===== config.mk =====
export PLATFORM = sky130hd
export DESIGN_NAME = mcu_dma_engine
export DESIGN_NICKNAME = d
export VERILOG_FILES = /design/src/rtl/mcu_dma_engine_pkg.sv /design/src/rtl/mcu_dma_engine_sync_fifo.sv /design/src/rtl/mcu_dma_engine.sv
export SDC_FILE = /design/constraint.sdc
export NUM_CORES = 1
export LEC_CHECK = 0
export ABC_AREA = 1
export CAP_MARGIN = 0
export CORE_MARGIN = 2
export CORE_UTILIZATION = 50
export DETAILED_ROUTE_END_ITERATION = 6
export PLACE_DENSITY = 0.72
export SYNTH_ARGS = -nofsm -noshare
export SYNTH_HDL_FRONTEND = slang
export SYNTH_SLANG_ARGS = --single-unit

===== constraint.sdc =====
create_clock -name Clock -period 3.95 [get_ports Clock]
set_input_delay 0.79 -clock Clock [delete_from_list [all_inputs] [get_ports Clock]]
set_output_delay 0.79 -clock Clock [all_outputs]
set_load 0.1 [all_outputs]

===== src/rtl/mcu_dma_engine_pkg.sv =====
// Shared definitions for the MCU DMA engine: bus widths, default sizes,
// Wishbone tag values and the controller state encoding.
package mcu_dma_engine_pkg;

  // Width of every address and data word on the memory and Wishbone sides.
  localparam int WB_WIDTH       = 16;
  // Default number of destination cores and default request-queue depth.
  localparam int MAX_CORES      = 4;
  localparam int MCU_FIFO_DEPTH = 4;

  // Default words per block for code and data destinations.
  localparam int CODE_BEATS_DEFAULT = 2;
  localparam int DATA_BEATS_DEFAULT = 3;

  // Values driven on TAG_O to tell the cores what kind of write this is.
  localparam logic [1:0] TAG_NULL                     = 2'b00;
  localparam logic [1:0] TAG_INSTRUCTION_ADDRESS_TYPE = 2'b01;
  localparam logic [1:0] TAG_DATA_ADDRESS_TYPE        = 2'b10;

  typedef enum logic [2:0] {
    ST_IDLE  = 3'd0,
    ST_LOAD  = 3'd1,
    ST_READ  = 3'd2,
    ST_WRITE = 3'd3,
    ST_NEXT  = 3'd4,
    ST_DONE  = 3'd5,
    ST_ABORT = 3'd6
  } dma_state_e;

  function automatic int max_int(input int a, input int b);
    return (a > b) ? a : b;
  endfunction

endpackage


===== src/rtl/mcu_dma_engine_sync_fifo.sv =====
// Synchronous request queue with a combinational head output. A push and a
// pop in the same cycle both succeed even when the queue is full.
module sync_fifo #(
  parameter int WIDTH = 8,
  parameter int DEPTH = 4
) (
  input  logic             Clock,
  input  logic             Reset,
  input  logic             iPush,
  input  logic             iPop,
  input  logic [WIDTH-1:0] iData,
  output logic [WIDTH-1:0] oData,
  output logic             oFull,
  output logic             oEmpty,
  output logic             oPushAccepted
);

  localparam int AW = (DEPTH > 1) ? $clog2(DEPTH) : 1;
  localparam logic [AW:0] DEPTH_C = (AW + 1)'(DEPTH);

  logic [WIDTH-1:0] mem_q [DEPTH];
  logic [AW-1:0]    wr_ptr_q, rd_ptr_q;
  logic [AW:0]      count_q;
  logic             push_ok, pop_ok;

  assign oFull   = (count_q == DEPTH_C);
  assign oEmpty  = (count_q == '0);
  assign pop_ok  = iPop && !oEmpty;
  // A slot freed by a same-cycle pop can take the incoming word.
  assign push_ok = iPush && (!oFull || pop_ok);
  assign oPushAccepted = push_ok;
  assign oData   = mem_q[rd_ptr_q];

  // Pointer and occupancy bookkeeping.
  always_ff @(posedge Clock) begin
    // NOTE: sequential state uses non-blocking assignments so every register
    // samples the pre-edge values regardless of statement order.
    if (Reset) begin
      wr_ptr_q <= '0;
      rd_ptr_q <= '0;
      count_q  <= '0;
    end else begin
      if (push_ok) wr_ptr_q <= wr_ptr_q + AW'(1);
      if (pop_ok)  rd_ptr_q <= rd_ptr_q + AW'(1);
      case ({push_ok, pop_ok})
        2'b10:   count_q <= count_q + (AW + 1)'(1);
        2'b01:   count_q <= count_q - (AW + 1)'(1);
        default: count_q <= count_q;
      endcase
    end
  end

  // Storage array write port.
  always_ff @(posedge Clock) begin
    // NOTE: the storage array is deliberately not reset; the pointers and
    // count define which entries are valid, and skipping the reset keeps the
    // array mappable to plain RAM.
    if (push_ok) mem_q[wr_ptr_q] <= iData;
  end

endmodule


===== src/rtl/mcu_dma_engine.sv =====
// MCU DMA engine: queues copy requests, reads words from memory one at a
// time and writes them to one or more cores over a Wishbone master port.
module mcu_dma_engine
  import mcu_dma_engine_pkg::*;
#(
  parameter int CORE_COUNT  = MAX_CORES,
  parameter int FIFO_DEPTH  = MCU_FIFO_DEPTH,
  parameter int CODE_BEATS  = CODE_BEATS_DEFAULT,
  parameter int DATA_BEATS  = DATA_BEATS_DEFAULT,
  parameter int LEN_W       = 11,
  parameter int ACK_TIMEOUT = 255
) (
  input  logic                  Clock,
  input  logic                  Reset,
  // Request interface
  input  logic                  iReqValid,
  input  logic [WB_WIDTH-1:0]   iReqSrc,
  input  logic [WB_WIDTH-1:0]   iReqDst,
  input  logic [LEN_W-1:0]      iReqLen,
  input  logic [CORE_COUNT-1:0] iReqMask,
  input  logic                  iReqType,
  // Status
  output logic                  oFifoFull,
  output logic                  oFifoEmpty,
  output logic                  oBusy,
  output logic                  oDone,
  output logic                  oError,
  output logic                  oOverflow,
  // Memory read port
  output logic                  oMEM_ReadRequest,
  output logic [WB_WIDTH-1:0]   oMEM_ReadAddress,
  input  logic [WB_WIDTH-1:0]   iMEM_ReadData,
  input  logic                  iMEM_DataAvailable,
  // Wishbone master
  output logic [WB_WIDTH-1:0]   DAT_O,
  output logic [WB_WIDTH-1:0]   ADR_O,
  output logic                  STB_O,
  output logic                  CYC_O,
  output logic                  MST_O,
  output logic [CORE_COUNT-1:0] WE_O,
  output logic [1:0]            TAG_O,
  input  logic                  ACK_I
);

  localparam int REQ_W     = 2 * WB_WIDTH + LEN_W + CORE_COUNT + 1;
  localparam int MAX_BEATS = max_int(CODE_BEATS, DATA_BEATS);
  localparam int BEAT_W    = $clog2(MAX_BEATS + 1);
  localparam int STALL_W   = $clog2(ACK_TIMEOUT + 1);
  localparam logic [STALL_W-1:0] STALL_LAST = STALL_W'(ACK_TIMEOUT - 1);
  localparam logic [BEAT_W-1:0]  CODE_LAST  = BEAT_W'(CODE_BEATS - 1);
  localparam logic [BEAT_W-1:0]  DATA_LAST  = BEAT_W'(DATA_BEATS - 1);

  dma_state_e state_q, state_d;

  logic [WB_WIDTH-1:0]   src_q, src_d;
  logic [WB_WIDTH-1:0]   dst_q, dst_d;
  logic [LEN_W-1:0]      len_q, len_d;
  logic [CORE_COUNT-1:0] mask_q, mask_d;
  logic                  type_q, type_d;
  logic [BEAT_W-1:0]     beat_q, beat_d;
  logic [LEN_W-1:0]      block_q, block_d;
  logic [STALL_W-1:0]    stall_q, stall_d;
  logic [WB_WIDTH-1:0]   dat_q, dat_d;
  logic                  overflow_q;

  // Request queue
  logic [REQ_W-1:0]      fifo_wdata, fifo_rdata;
  logic                  fifo_full, fifo_empty, fifo_pop, fifo_push_ok;
  logic [WB_WIDTH-1:0]   head_src, head_dst;
  logic [LEN_W-1:0]      head_len;
  logic [CORE_COUNT-1:0] head_mask;
  logic                  head_type;
  logic [BEAT_W-1:0]     beat_last;
  logic [LEN_W-1:0]      block_inc;

  assign fifo_wdata = {iReqType, iReqMask, iReqLen, iReqDst, iReqSrc};
  assign {head_type, head_mask, head_len, head_dst, head_src} = fifo_rdata;

  sync_fifo #(
    .WIDTH (REQ_W),
    .DEPTH (FIFO_DEPTH)
  ) u_req_fifo (
    .Clock         (Clock),
    .Reset         (Reset),
    .iPush         (iReqValid),
    .iPop          (fifo_pop),
    .iData         (fifo_wdata),
    .oData         (fifo_rdata),
    .oFull         (fifo_full),
    .oEmpty        (fifo_empty),
    .oPushAccepted (fifo_push_ok)
  );

  assign beat_last = type_q ? DATA_LAST : CODE_LAST;
  assign block_inc = block_q + LEN_W'(1);

  // Next-state and working-register update for the transfer controller.
  always_comb begin
    // NOTE: every signal written here gets a default first, so no path can
    // leave one unassigned and infer a latch.
    state_d  = state_q;
    src_d    = src_q;
    dst_d    = dst_q;
    len_d    = len_q;
    mask_d   = mask_q;
    type_d   = type_q;
    beat_d   = beat_q;
    block_d  = block_q;
    stall_d  = stall_q;
    dat_d    = dat_q;
    fifo_pop = 1'b0;

    case (state_q)
      ST_IDLE: begin
        if (!fifo_empty) state_d = ST_LOAD;
      end
      ST_LOAD: begin
        fifo_pop = 1'b1;
        src_d    = head_src;
        dst_d    = head_dst;
        len_d    = head_len;
        mask_d   = head_mask;
        type_d   = head_type;
        beat_d   = '0;
        block_d  = '0;
        stall_d  = '0;
        // Nothing to copy, or nobody to copy to: reject the request.
        state_d  = (head_len == '0 || head_mask == '0) ? ST_ABORT : ST_READ;
      end
      ST_READ: begin
        stall_d = '0;
        if (iMEM_DataAvailable) begin
          dat_d   = iMEM_ReadData;
          state_d = ST_WRITE;
        end
      end
      ST_WRITE: begin
        if (ACK_I) begin
          src_d   = src_q + WB_WIDTH'(1);
          beat_d  = beat_q + BEAT_W'(1);
          stall_d = '0;
          state_d = (beat_q == beat_last) ? ST_NEXT : ST_READ;
        end else if (stall_q == STALL_LAST) begin
          // The core never answered: give up on this request only.
          state_d = ST_ABORT;
        end else begin
          stall_d = stall_q + STALL_W'(1);
        end
      end
      ST_NEXT: begin
        beat_d  = '0;
        dst_d   = dst_q + WB_WIDTH'(1);
        block_d = block_inc;
        state_d = (block_inc == len_q) ? ST_DONE : ST_READ;
      end
      ST_DONE:  state_d = ST_IDLE;
      ST_ABORT: state_d = ST_IDLE;
      default:  state_d = ST_IDLE;
    endcase
  end

  // State and working registers; reset abandons any transfer in flight.
  always_ff @(posedge Clock) begin
    if (Reset) begin
      state_q    <= ST_IDLE;
      src_q      <= '0;
      dst_q      <= '0;
      len_q      <= '0;
      mask_q     <= '0;
      type_q     <= 1'b0;
      beat_q     <= '0;
      block_q    <= '0;
      stall_q    <= '0;
      dat_q      <= '0;
      overflow_q <= 1'b0;
    end else begin
      state_q    <= state_d;
      src_q      <= src_d;
      dst_q      <= dst_d;
      len_q      <= len_d;
      mask_q     <= mask_d;
      type_q     <= type_d;
      beat_q     <= beat_d;
      block_q    <= block_d;
      stall_q    <= stall_d;
      dat_q      <= dat_d;
      // A push the queue could not take is reported one cycle later.
      overflow_q <= iReqValid && !fifo_push_ok;
    end
  end

  // Output decode from the controller state.
  always_comb begin
    oMEM_ReadRequest = (state_q == ST_READ);
    oMEM_ReadAddress = src_q;
    DAT_O            = dat_q;
    ADR_O            = dst_q;
    STB_O            = (state_q == ST_WRITE);
    CYC_O            = (state_q == ST_READ) || (state_q == ST_WRITE) ||
                       (state_q == ST_NEXT);
    MST_O            = CYC_O;
    WE_O             = (state_q == ST_WRITE) ? mask_q : '0;
    TAG_O            = TAG_NULL;
    if (state_q == ST_WRITE)
      TAG_O = type_q ? TAG_DATA_ADDRESS_TYPE : TAG_INSTRUCTION_ADDRESS_TYPE;
    oBusy            = (state_q != ST_IDLE);
    oDone            = (state_q == ST_DONE);
    oError           = (state_q == ST_ABORT);
    oOverflow        = overflow_q;
    oFifoFull        = fifo_full;
    oFifoEmpty       = fifo_empty;
  end

endmodule


Yosys cells after proc, flatten, opt, wreduce, memory -nomap -nowiden
Memory sizes are Yosys's and may differ from the RTL's. A register that Yosys moved wholly into a read port is not among the register bits.
Cells that the tools add are included.
{"block": "op_classes", "addsub": 9, "eq_ne": 17, "mux": 26, "n_reduce_logical": 27}
{"operator": "one-hot mux 16 bit (2 select lines)", "count": 2}
{"operator": "adder 16 x 1 -> 16 bit, second input constant", "count": 2}
{"operator": "one-hot mux 11 bit (2 select lines)", "count": 1}
{"operator": "2-to-1 mux 3 bit", "count": 7}
{"operator": "2-to-1 mux 16 bit", "count": 1}
{"operator": "2-to-1 mux 8 bit", "count": 2}
{"operator": "one-hot mux 8 bit (2 select lines)", "count": 1}
{"operator": "one-hot mux 3 bit (5 select lines)", "count": 1}
{"operator": "== test 3 bit, second input constant", "count": 4}
{"operator": "adder 11 x 1 -> 11 bit, second input constant", "count": 1}
{"operator": "== test 11 bit", "count": 1}
{"operator": "zero test 11 bit", "count": 1}
{"operator": "2-to-1 mux 2 bit", "count": 5}
{"operator": "nonzero test 2 bit", "count": 5}
{"operator": "adder 8 x 1 -> 8 bit, second input constant", "count": 1}
{"operator": "== test 8 bit, second input constant", "count": 1}
{"operator": "AND reduction 2 bit", "count": 4}
{"operator": "adder 2 x 1 -> 2 bit, second input constant", "count": 3}
{"operator": "== test 3 x 2 -> 1 bit, second input constant", "count": 2}
{"operator": "zero test 3 bit", "count": 2}
{"operator": "one-hot mux 3 bit (2 select lines)", "count": 1}
{"operator": "zero test 4 bit", "count": 1}
{"operator": "logical OR 1 bit", "count": 4}
{"operator": "2-to-1 mux 4 bit", "count": 1}
{"operator": "other kinds (17)", "count": 25}
{"block": "totals", "ff_bits": 96, "ram_bits": 192, "in_bits": 69, "out_inout_bits": 64, "wordCells": 94, "n_memories": 1}
{"memory": "u_req_fifo.mem_q", "words": 4, "width": 48, "read_ports": 1, "rd_ports_with_merged_regs": 1, "wr": 1, "line": "mcu_dma_engine_sync_fifo.sv:21", "text": "logic [WIDTH-1:0] mem_q [DEPTH];"}

Depth between registers and ports, before layout
{"block": "logic_depth", "ltp_word": 7, "mapped_depth": 14}

By module
A second synthesis with hierarchy kept.
{"block": "hier_totals", "cells_unflattened": 1232, "area_unflattened_um2": 12290.5}
{"mod": "sync_fifo", "instances": 1, "cells_each": 540, "area_per_inst_um2": 7684.9, "seq_area_each_um2": 5945.7}
{"mod": "mcu_dma_engine", "instances": 1, "cells_each": 692, "area_per_inst_um2": 4605.7, "seq_area_each_um2": 1781.7}

Worst setup path after synthesis
Ideal clock, no wire load.
{"block": "synth_path", "kind": "flip-flop to flip-flop", "startpoint": "register u_req_fifo.count_q[0]", "endpoint": "memory u_req_fifo.mem_q[1][0] in the netlist's numbering, enable pin", "setup_time_ns": 0.465, "arrival_ns": 3.535, "required_time_ns": 3.485, "path_slack_ns": -0.050, "stages_incl_launch_ff": 5, "n_path_buf": 0, "synth_period_minus_slack_ns": 4.000, "cell_sequence": "dfxtp_1 nor3_1 nand2_1 nand2_2 nor2_1"}
{"element": "start: declaration", "line": "mcu_dma_engine_sync_fifo.sv:23", "text": "logic [AW:0] count_q;"}
{"element": "start signal: assignment", "line": "mcu_dma_engine_sync_fifo.sv:46", "text": "2'b10: count_q <= count_q + (AW + 1)'(1);"}
{"element": "start signal: assignment", "line": "mcu_dma_engine_sync_fifo.sv:47", "text": "2'b01: count_q <= count_q - (AW + 1)'(1);"}
{"element": "start signal: assignment", "line": "mcu_dma_engine_sync_fifo.sv:48", "text": "default: count_q <= count_q;"}
{"element": "== test 3 bit", "line": "mcu_dma_engine_sync_fifo.sv:26", "text": "assign oFull = (count_q == DEPTH_C);"}
{"element": "named net oFifoFull", "line": "mcu_dma_engine.sv:23", "text": "output logic oFifoFull,"}
{"element": "zero test 1 bit", "line": "mcu_dma_engine_sync_fifo.sv:30", "text": "assign push_ok = iPush && (!oFull || pop_ok);"}
{"element": "logical OR 1 bit", "line": "mcu_dma_engine_sync_fifo.sv:30"}
{"element": "logical AND 1 bit", "line": "mcu_dma_engine_sync_fifo.sv:30"}
{"element": "2-to-1 mux 1 bit", "line": "mcu_dma_engine_sync_fifo.sv:58", "text": "if (push_ok) mem_q[wr_ptr_q] <= iData;"}
{"element": "2-to-1 mux 1 bit (not written as such)", "line": "mcu_dma_engine_sync_fifo.sv:58"}
{"element": "end: declaration", "line": "mcu_dma_engine_sync_fifo.sv:21"}
The timed path passes the listed nets, and every way through them passes these cells.

Worst setup path after layout
{"block": "layout_path", "startpoint": "register state_q[2]", "endpoint": "output port oDone"}
{"block": "layout_via", "elab_chain_cells": 1}
{"element": "start: declaration", "line": "mcu_dma_engine.sv:53", "text": "dma_state_e state_q, state_d;"}
{"element": "start signal: assignment", "line": "mcu_dma_engine.sv:177", "text": "state_q <= state_d;"}
{"element": "== test 3 bit", "line": "mcu_dma_engine.sv:207", "text": "oDone = (state_q == ST_DONE);"}
{"element": "end: declaration", "line": "mcu_dma_engine.sv:26", "text": "output logic oDone,"}
No other way between the ends.

==> out/metrics.csv <==
stage;metric;value;unit
cells_and_area;n_antenna_cell;0;
min_path;hp-class;reg -> reg;
cts;cts_tree;built;
grt;antenna_found_initial;0;
synthesis;synth_fa_ha_area_frac;0.0110;
timing;rsz0062_at_grt;false;
synthesis;async_flop_share;0;
power;switching_share;0.407;
grt;grt_pass1_vias;8549;
min_path;hold_start;u_req_fifo.rd_ptr_q[1]$_SDFFE_PP0P_;
route;drc;0;
synthesis;synth_edf_count;192;
timing;hold_viol;0;
cells_and_area;fin_nets;1377;
power;power_frac_comb;0.357;
power;pwr-share-clk;0.257;
setup_path;path_delay_family;buffers and inverters;
cts;clk_latency;550;ps
placed_design;hpwl;18100;um
synthesis;synth_nets;1258;
placed_design;placed_area;13700;um^2
synthesis;ys_types;50;
grt;overflow;0;
floorplanning;die_height;160;um
synthesis;ys_top_cells_by_area;edfxtp_1 48%, dfxtp_1 16%, nand2_1 5.9%;
power;internal_power;0.00607;W
route;viasPerCell;5.47;
placed_design;globalplace.congestion;0.862;
grt;grt_first_pass_wirelength;45100;um
cts;clockBufferDepth;3;
cts;htree_num_levels;1;
synthesis;yosys.area.top_type;edfxtp_1;
setup_path;crit_arrival;2460;ps
synthesis;synth_seq_area_share;0.639;
cells_and_area;design_area;14600;um^2
setup_path;startpoint_type;register;
cts;ctsResizeCount;0;
setup_path;crit_chain;inv_1, nor3_1, clkdlybuf4s50_1;
min_path;hold_depth;2;
timing;worst_slew_pin_slew;1110;ps
placed_design;pre_cts_ws;1260;ps
route;drt-total-wl;28400;um
cells_and_area;synthToLayoutAreaGrowth;21.0;%
cells_and_area;drive_gt1_frac;0.0749;
route;via_count;8982;
floorplanning;initial_core_util;0.512;
power;ir_drop;0.672;mV
synthesis;synth-compound-area-share;0.145;
power;switching_power;0.00416;W
placed_design;io_buffers;132;
cts;cts_buffers;30;
timing;fin_hold_ws;471;ps
setup_path;reg2reg_from;state_q[1]$_SDFFE_PP0P_;
synthesis;synth_area;12100;um^2
synthesis;yosysMostFrequentCell;edfxtp_1;
power;p_leak;5.21;nW
cts;cts.hold.buffers_added;0;
setup_path;worstReg2RegEnd;beat_q[1]$_SDFFE_PP0P_;
setup_path;r2r_cells;6;
cts;cts_setup_buffers;0;
route;wl_per_cell;17.3;um
synthesis;synth-simple-area-share;0.144;
synthesis;ys_ff_latch;290;
synthesis;netlist_instances;1179;
floorplanning;num_rows;56;
setup_path;slowest_delay;1170;ps
timing;final.min_clock_period;3250;ps
grt;grt_max_degree;97;
setup_path;worstSetupPathType;reg -> out;
cts;cts-root-buf;clkbuf_16;
timing;final-setup-viol-count;0;
timing;slew_viol_final;0;
setup_path;rrSetupSlack;1500;ps
timing;slew_headroom;0.259;
cells_and_area;seq_area;7730;um^2
floorplanning;coreArea;23600;um^2
setup_path;crit_fanout;6;
floorplanning;io_pins;133;
floorplanning;dieWidth;160;um
timing;skew;18.7;ps
route;drtAntennaViolNets;0;
outcome;status;finished, final reports clean;
synthesis;avgSynthCellArea;10.3;um^2
cells_and_area;fillers;1912;
timing;setup_ws;696;ps
setup_path;crit_path_end_kind;primary output;
setup_path;slowest_stage;clkdlybuf4s50_1;
cells_and_area;multi_input_area;3830;um^2
synthesis;muxShareOfSynthArea;0;
synthesis;ys_top_cells_by_count;192 x edfxtp_1, 190 x nand2_1, 155 x nor2_1;
power;p_per_area;699;nW/um^2
synthesis;synth_top_family_by_area;compound AO/OA/AOI/OAI gates;
cts;cts_sinks;290;
floorplanning;die_area;25500;um^2
job;drv_cap;0;
timing;timing.fmax;0.307;GHz
synthesis;synth_xor_area_frac;0.0137;
timing;post-route-period-util;0.824;
synthesis;yosysWarningCount;0;
synthesis;synth_top_area_frac;0.477;
route;dr.pass1.iters;5;
timing;setup_tns;0;ps
grt;grt_usage;0.219;
cts;clk_pin_slew;60;ps
route;drt_iter0_drc;792;
setup_path;path_buf_inv;2;
power;seq_power_share;0.386;
setup_path;crit_required;3160;ps
synthesis;ys.flop_type;edfxtp_1;
[per-stage QoR]
step / power [W] / util / cells
after floorplan: 0.00672 / - / 1179
after global routing: 0.0107 / 0.620 / 1641
after detailed placement: 0.00765 / 0.580 / 1585
after global placement: 0.00761 / 0.580 / 1585
final: 0.0102 / 0.620 / 1641
after CTS: 0.0103 / 0.620 / 1641
[cell type report]
type,count,area share
multi-input combinational,748,0.262
inverter,82,0.0212
clock buffer,42,0.0586
sequential,290,0.528
timing repair buffer,146,0.0981
tap,319,0.0273
clock inverter,14,0.00513
[flip-flops by register name, indices dropped and copies added (netlist names), 2 cells and up, named ones only]
| register | flops |
|---|---|
| mask_q | 4 |
| u_req_fifo.mem_q | 192 |
| DAT_O | 16 |
| beat_q | 2 |
| stall_q | 8 |
| ADR_O | 16 |
| block_q | 11 |
| u_req_fifo.count_q | 3 |
| u_req_fifo.rd_ptr_q | 2 |
| u_req_fifo.wr_ptr_q | 2 |
| len_q | 11 |
| oMEM_ReadAddress | 16 |
| state_q | 3 |
[cells by family (layout without fill, tap and decap cells)]
group                    after synthesis  count (layout)
AO/OA/AOI/OAI                        299             299
XOR/XNOR                              18              18
adder cells (fa/ha/maj)               10              10
buffers and inverters                141             284
flip-flops                           290             290
AND/OR/NAND/NOR                      421             421
[how the worst max path moves through the flow]
| stage | endpoint | startpoint | slack [ps] | cells past startpoint |
|---|---|---|---|---|
| 2_1_floorplan | u_req_fifo.count_q[2]$_SDFFE_PP0P_ | u_req_fifo.count_q[0]$_SDFFE_PP0P_ | 310 | 8 |
| 3_3_place_gp | u_req_fifo.mem_q[2][9]$_DFFE_PP_ | iReqValid | 1280 | 4 |
| 3_5_place_dp | oDone | state_q[2]$_SDFFE_PP0P_ | 1260 | 3 |
| 4_1_cts | oDone | state_q[2]$_SDFFE_PP0P_ | 680 | 3 |
| 5_1_grt | oError | state_q[2]$_SDFFE_PP0P_ | 560 | 3 |
| 6_report | oDone | state_q[2]$_SDFFE_PP0P_ | 700 | 3 |
[worst register-to-register path, delay by kind of cell, from the launching register on]
family,cells,cell delay [ps]
AO/OA/AOI/OAI,2,340
buffers and inverters,1,530
flip-flops,1,430
AND/OR/NAND/NOR,3,1060
[cells in the final DEF (no fill, tap or decap), drive strengths merged, types with 7 or more instances in the layout]
cell type and count:
o22ai 18, inv 81, o22a 8, a21oi 82, clkbuf 42, nor2 161
nor3 13, xnor2 8, a221o 7, buf 25, a31oi 12, a32o 10
clkinv 12, nand3 45, nand2 193, dfxtp 98, xor2 10, ha 9
edfxtp 192, clkdlybuf4s50 121, o21ai 135
[per-layer routing]
layer	wire [um]	track usage	vias to the layer above
li1	-	-	4391
met5	0	0	-
met1	12400	0.294	4259
met3	2010	0.0399	44
met4	514	0.0595	0
met2	13500	0.368	288
[power by group through the flow]
stage,Combinational [W],Sequential (W),Clock (W)
finish,0.00365,0.00395,0.00263
global route,0.00389,0.00400,0.00280
CTS,0.00366,0.00394,0.00267
detailed placement,0.00365,0.00400,0
global placement,0.00361,0.00400,0
floorplan,0.00161,0.00512,0
(Power assumes the default switching activity.)
==> RTL change 1 (same settings) <==
The 7 states of `dma_state_e` get a one-hot encoding in 7 bits.
--- a/src/rtl/mcu_dma_engine_pkg.sv
+++ b/src/rtl/mcu_dma_engine_pkg.sv
@@ -17,14 +17,14 @@
   localparam logic [1:0] TAG_INSTRUCTION_ADDRESS_TYPE = 2'b01;
   localparam logic [1:0] TAG_DATA_ADDRESS_TYPE        = 2'b10;
 
-  typedef enum logic [2:0] {
-    ST_IDLE  = 3'd0,
-    ST_LOAD  = 3'd1,
-    ST_READ  = 3'd2,
-    ST_WRITE = 3'd3,
-    ST_NEXT  = 3'd4,
-    ST_DONE  = 3'd5,
-    ST_ABORT = 3'd6
+  typedef enum logic [6:0] {
+    ST_IDLE  = 7'b0000001,
+    ST_LOAD  = 7'b0000010,
+    ST_READ  = 7'b0000100,
+    ST_WRITE = 7'b0001000,
+    ST_NEXT  = 7'b0010000,
+    ST_DONE  = 7'b0100000,
+    ST_ABORT = 7'b1000000
   } dma_state_e;
 
   function automatic int max_int(input int a, input int b);
Behaviour: no difference found for any inputs over 4 cycles, from zero or initial values and one cycle with Reset high; so few cycles prove little.
==> RTL change 1 against the unedited design <==
- sequential cell count rose by 4
- final area rose by 2.4%
- wire length rose by 3.3%
- sequential share of layout area fell by 0.72 points
- cell count rose by 5.3%
- area after synthesis rose by 2.5%
- worst setup slack improved by 38 ps
- worst hold slack got worse by 12 ps
- largest cell class unchanged
Power is not compared: it rests on default switching activity, and its combinational part moved more than twofold at a synthesized area within 25%.
==> RTL change 1: results (changes against the unedited design) <==
- Mean number of vias per cell: 5.41 (-1.1%)
- Synth cell count leaders: sky130_fd_sc_hd__nand2_1, sky130_fd_sc_hd__edfxtp_1, sky130_fd_sc_hd__o21ai_0
- Placed Instance Area: 0.0140 mm² (+2.2%)
- Timing startpoint of the critical path: state_q[1]$_SDFFE_PP0P_
- Slew @ Worst Pin: 1060 ps (-44.0 ps)
- Post-Route Skew: 12.1 ps (-6.55 ps)
- Sequential-to-total area share from yosys stat: 63.0% (-0.93 points)
- GR Util All Layers: 22.2% (+0.32 points)
- Largest net degree at the start of global routing: 96 (-1.0%)
- Fin nets: 1,461 (+6.1%)
- Hold Crit Start: DAT_O[4]$_SDFFE_PP0P_
- Result of the run: complete, no violations
- TritonRoute pass-1 iters: 6 (+1)
- Vias in the first global route: 8,786 (+2.8%)
- Top area cells in the synthesized netlist: sky130_fd_sc_hd__edfxtp_1, sky130_fd_sc_hd__dfxtp_1, sky130_fd_sc_hd__nand2_1, sky130_fd_sc_hd__o21ai_0, sky130_fd_sc_hd__nor2_1
- Final WL: 29,300 µm (+3.3%)
- Half-perimeter wire length after detailed placement: 18,600 µm (+2.6%)
- Gp weighted congestion: 0.813 (-5.7%)
- Syn_nets: 1,342 (+6.7%)
- Number of antenna violations at the first check in global routing: 1 (+1)
- Worst-path fanout max: 18 (+12)
- Post-synthesis cell type count: 46 (-8.0%)
- Met1 Use GR: 31.1% (+1.8 points)
- Launch point of the worst reg-to-reg path: state_q[6]$_SDFFE_PP0P_
- Fraction of final layout cells sized beyond drive strength 1: 6.70% (-0.79 points)
- Drt initial violations: 1,085 (+37%)
- Met3 Track Usage GR: 3.67% (-0.31 points)
-- RTL change 1: changes by cell type after synthesis, moves of 5 or more --
cell / delta
sky130_fd_sc_hd__nand2_1: +56
sky130_fd_sc_hd__nand3_1: +48
sky130_fd_sc_hd__a221o_1: -7
sky130_fd_sc_hd__nor4_1: +5
sky130_fd_sc_hd__a32o_1: -9
sky130_fd_sc_hd__o22ai_1: +6
sky130_fd_sc_hd__nor3_1: +5
sky130_fd_sc_hd__nand3b_1: +5
sky130_fd_sc_hd__inv_1: +12
sky130_fd_sc_hd__o22a_1: -8
sky130_fd_sc_hd__nand4_1: +7
sky130_fd_sc_hd__a21oi_1: +9
sky130_fd_sc_hd__nor2_1: -31
-- RTL change 1: worst paths after layout --
kind | to | cells after the start
min | DAT_O[4]$_SDFFE_PP0P_ | 2
min reg2reg | DAT_O[4]$_SDFFE_PP0P_ | 2
max | MST_O | 4
max reg2reg | u_req_fifo.mem_q[1][41]$_DFFE_PP_ | 7
-- RTL change 1: per-layer routing --
metal / vias to the layer above / wire length [µm]
met4: 2 / 603
li1: 4614 / -
met1: 4349 / 13100
met3: 45 / 2190
met2: 347 / 13400
met5: - / 13
-- RTL change 1: power breakdown --
part / leakage, nW / switching (mW) / total [mW] / internal [mW]
Combinational: 2.36 / 1.12 / 1.52 / 0.399
Sequential: 2.59 / 0.141 / 3.63 / 3.49
Clock: 0.471 / 1.15 / 2.84 / 1.69
-- RTL change 1: final cells by class --
cell class / count / area (µm²)
flip-flops and latches: 294 / 7810
well taps: 324 / 405
clock buffers: 40 / 810
repair buffers: 148 / 1450
fillers: 1948 / 9330
inverters: 92 / 347
clock inverters: 15 / 174
multi-input cells: 815 / 4000
-- RTL change 1: logic make-up (layout without fill, tap and decap cells) --
logic type,after synthesis,after routing,share of synthesized area (%)
AO/OA/AOI/OAI,273,273,11.8
buffers and inverters,153,295,5.11
flip-flops,294,294,63.0
XOR/XNOR,15,15,1.06
AND/OR/NAND/NOR,516,516,17.9
adder cells (fa/ha/maj),11,11,1.17
-- RTL change 1: through the flow --
stage | utilization, % | instances | setup WS, ps
floorplan | - | 1262 | 123
global placement | 57.6 | 1673 | 1050
detailed placement | 57.6 | 1673 | 1020
CTS | 61.6 | 1728 | 707
global route | 61.6 | 1728 | 580
finish | 61.6 | 1728 | 734
-- RTL change 1: worst max-delay path, cell delays in order, from the launching register on --
cell and delay, ps:
sky130_fd_sc_hd__dfxtp_1 330, sky130_fd_sc_hd__nor2_1 300, sky130_fd_sc_hd__nand3_1 580, sky130_fd_sc_hd__nand3_1 340
sky130_fd_sc_hd__buf_4 330
==> RTL change 2 (config.mk and constraints unchanged) <==
Made on the original files. Change the parameter `LEN_W` from 11 to 10.
--- a/src/rtl/mcu_dma_engine.sv
+++ b/src/rtl/mcu_dma_engine.sv
@@ -7,7 +7,7 @@
   parameter int FIFO_DEPTH  = MCU_FIFO_DEPTH,
   parameter int CODE_BEATS  = CODE_BEATS_DEFAULT,
   parameter int DATA_BEATS  = DATA_BEATS_DEFAULT,
-  parameter int LEN_W       = 11,
+  parameter int LEN_W       = 10,
   parameter int ACK_TIMEOUT = 255
 ) (
   input  logic                  Clock,
Ports: changed (resized iReqLen); port bits go from 133 to 132. No check against the original RTL was run, so the function may have changed too.
==> RTL change 2 against the unedited design <==
- via count fell by 1.8%
- final area fell by 1.4%
- wire length fell by 2.8%
- total power rose by 0.93%
- worst setup slack got worse by 61 ps
- register-to-register slack got worse by 200 ps
- area after synthesis fell by 2.0%
- sequential cell count fell by 6
- largest cell class unchanged
==> RTL change 2: results (changes against the unedited design) <==
- Result of the run: complete, no violations
- Sequential cell count: 284 (-2.1%)
- Number of clock-tree buffers in the layout: 34 (-19%)
- Layout inverter count without the clock tree: 80 (-2.4%)
- Gp weighted congestion: 0.869 (+0.88%)
- Syn_nets: 1,230 (-2.2%)
- Seq pwr share: 37.7% (-0.9 points)
- Synth cell count leaders: sky130_fd_sc_hd__nand2_1, sky130_fd_sc_hd__edfxtp_1, sky130_fd_sc_hd__nor2_1
- Vias: 8,819 (-1.8%)
- Layout-stage area growth over the synthesis result: 21.8%
- Wire length on met3: 1730 µm (-14%)
- Clock latency of the later-clocked register in the worst-skew pair: 570 ps (+20 ps)
- Final Cycle Share: 83.9% (+1.5 points)
- Worst-path fanout max: 5 (-1)
- Number of multi-input logic gates: 729 (-2.5%)
- Fin nets: 1,350 (-2.0%)
- Slack of the worst reg-to-reg path: 1300 ps (-200 ps)
- Cell leakage power: 5.21 nW (+0.15%)
- Met3 Track Usage GR: 3.72% (-0.26 points)
- Power density over the cells: 715 mW/mm² (+2.3%)
- Largest register FFs: 188 (-2.1%)
- Multi-input logic area: 0.00377 mm² (-1.6%)
- Top area cells in the synthesized netlist: sky130_fd_sc_hd__edfxtp_1, sky130_fd_sc_hd__dfxtp_1, sky130_fd_sc_hd__nand2_1, sky130_fd_sc_hd__o21ai_0, sky130_fd_sc_hd__nor2_1
- Count of port buffers added during placement: 131 (-0.76%)
- Slew @ Worst Pin: 1080 ps (-31.7 ps)
- Instance count of the mapped netlist: 1,151 (-2.4%)
- Post-Route Skew: 26.0 ps (+7.29 ps)
- Share of the final layout cell area in multi-input gates: 26.1% (-0.070 points)
- Met1 Wirelength: 12,000 µm (-3.0%)
- Share of the synthesized netlist area taken by xor and xnor gates: 1.33% (-0.035 points)
- Post-synthesis cell type count: 45 (-10%)
- Sequential fraction of total cell area: 52.4% (-0.38 points)
- Logic depth of the worst register-to-register path: 11 (+5)
- EDFF count, synth: 188 (-2.1%)
[RTL change 2: cell count changes in the layout (fill, tap and decap cells not counted), moves of 4 or more]
| cell | unedited run | this run |
|---|---|---|
| sky130_fd_sc_hd__xor2_1 | 10 | 15 |
| sky130_fd_sc_hd__a32o_1 | 10 | 17 |
| sky130_fd_sc_hd__nand3_1 | 44 | 37 |
| sky130_fd_sc_hd__o22a_1 | 8 | 0 |
| sky130_fd_sc_hd__nor2_1 | 151 | 135 |
| sky130_fd_sc_hd__bufinv_16 | 0 | 4 |
| sky130_fd_sc_hd__o21ai_0 | 132 | 111 |
| sky130_fd_sc_hd__xnor2_1 | 7 | 3 |
| sky130_fd_sc_hd__nand2_1 | 190 | 210 |
| sky130_fd_sc_hd__edfxtp_1 | 192 | 188 |
[RTL change 2: worst max-delay path: stages (launching register included)]
cell and delay, ps:
sky130_fd_sc_hd__dfxtp_1 350, sky130_fd_sc_hd__nor3_1 400, sky130_fd_sc_hd__clkdlybuf4s50_1 1230
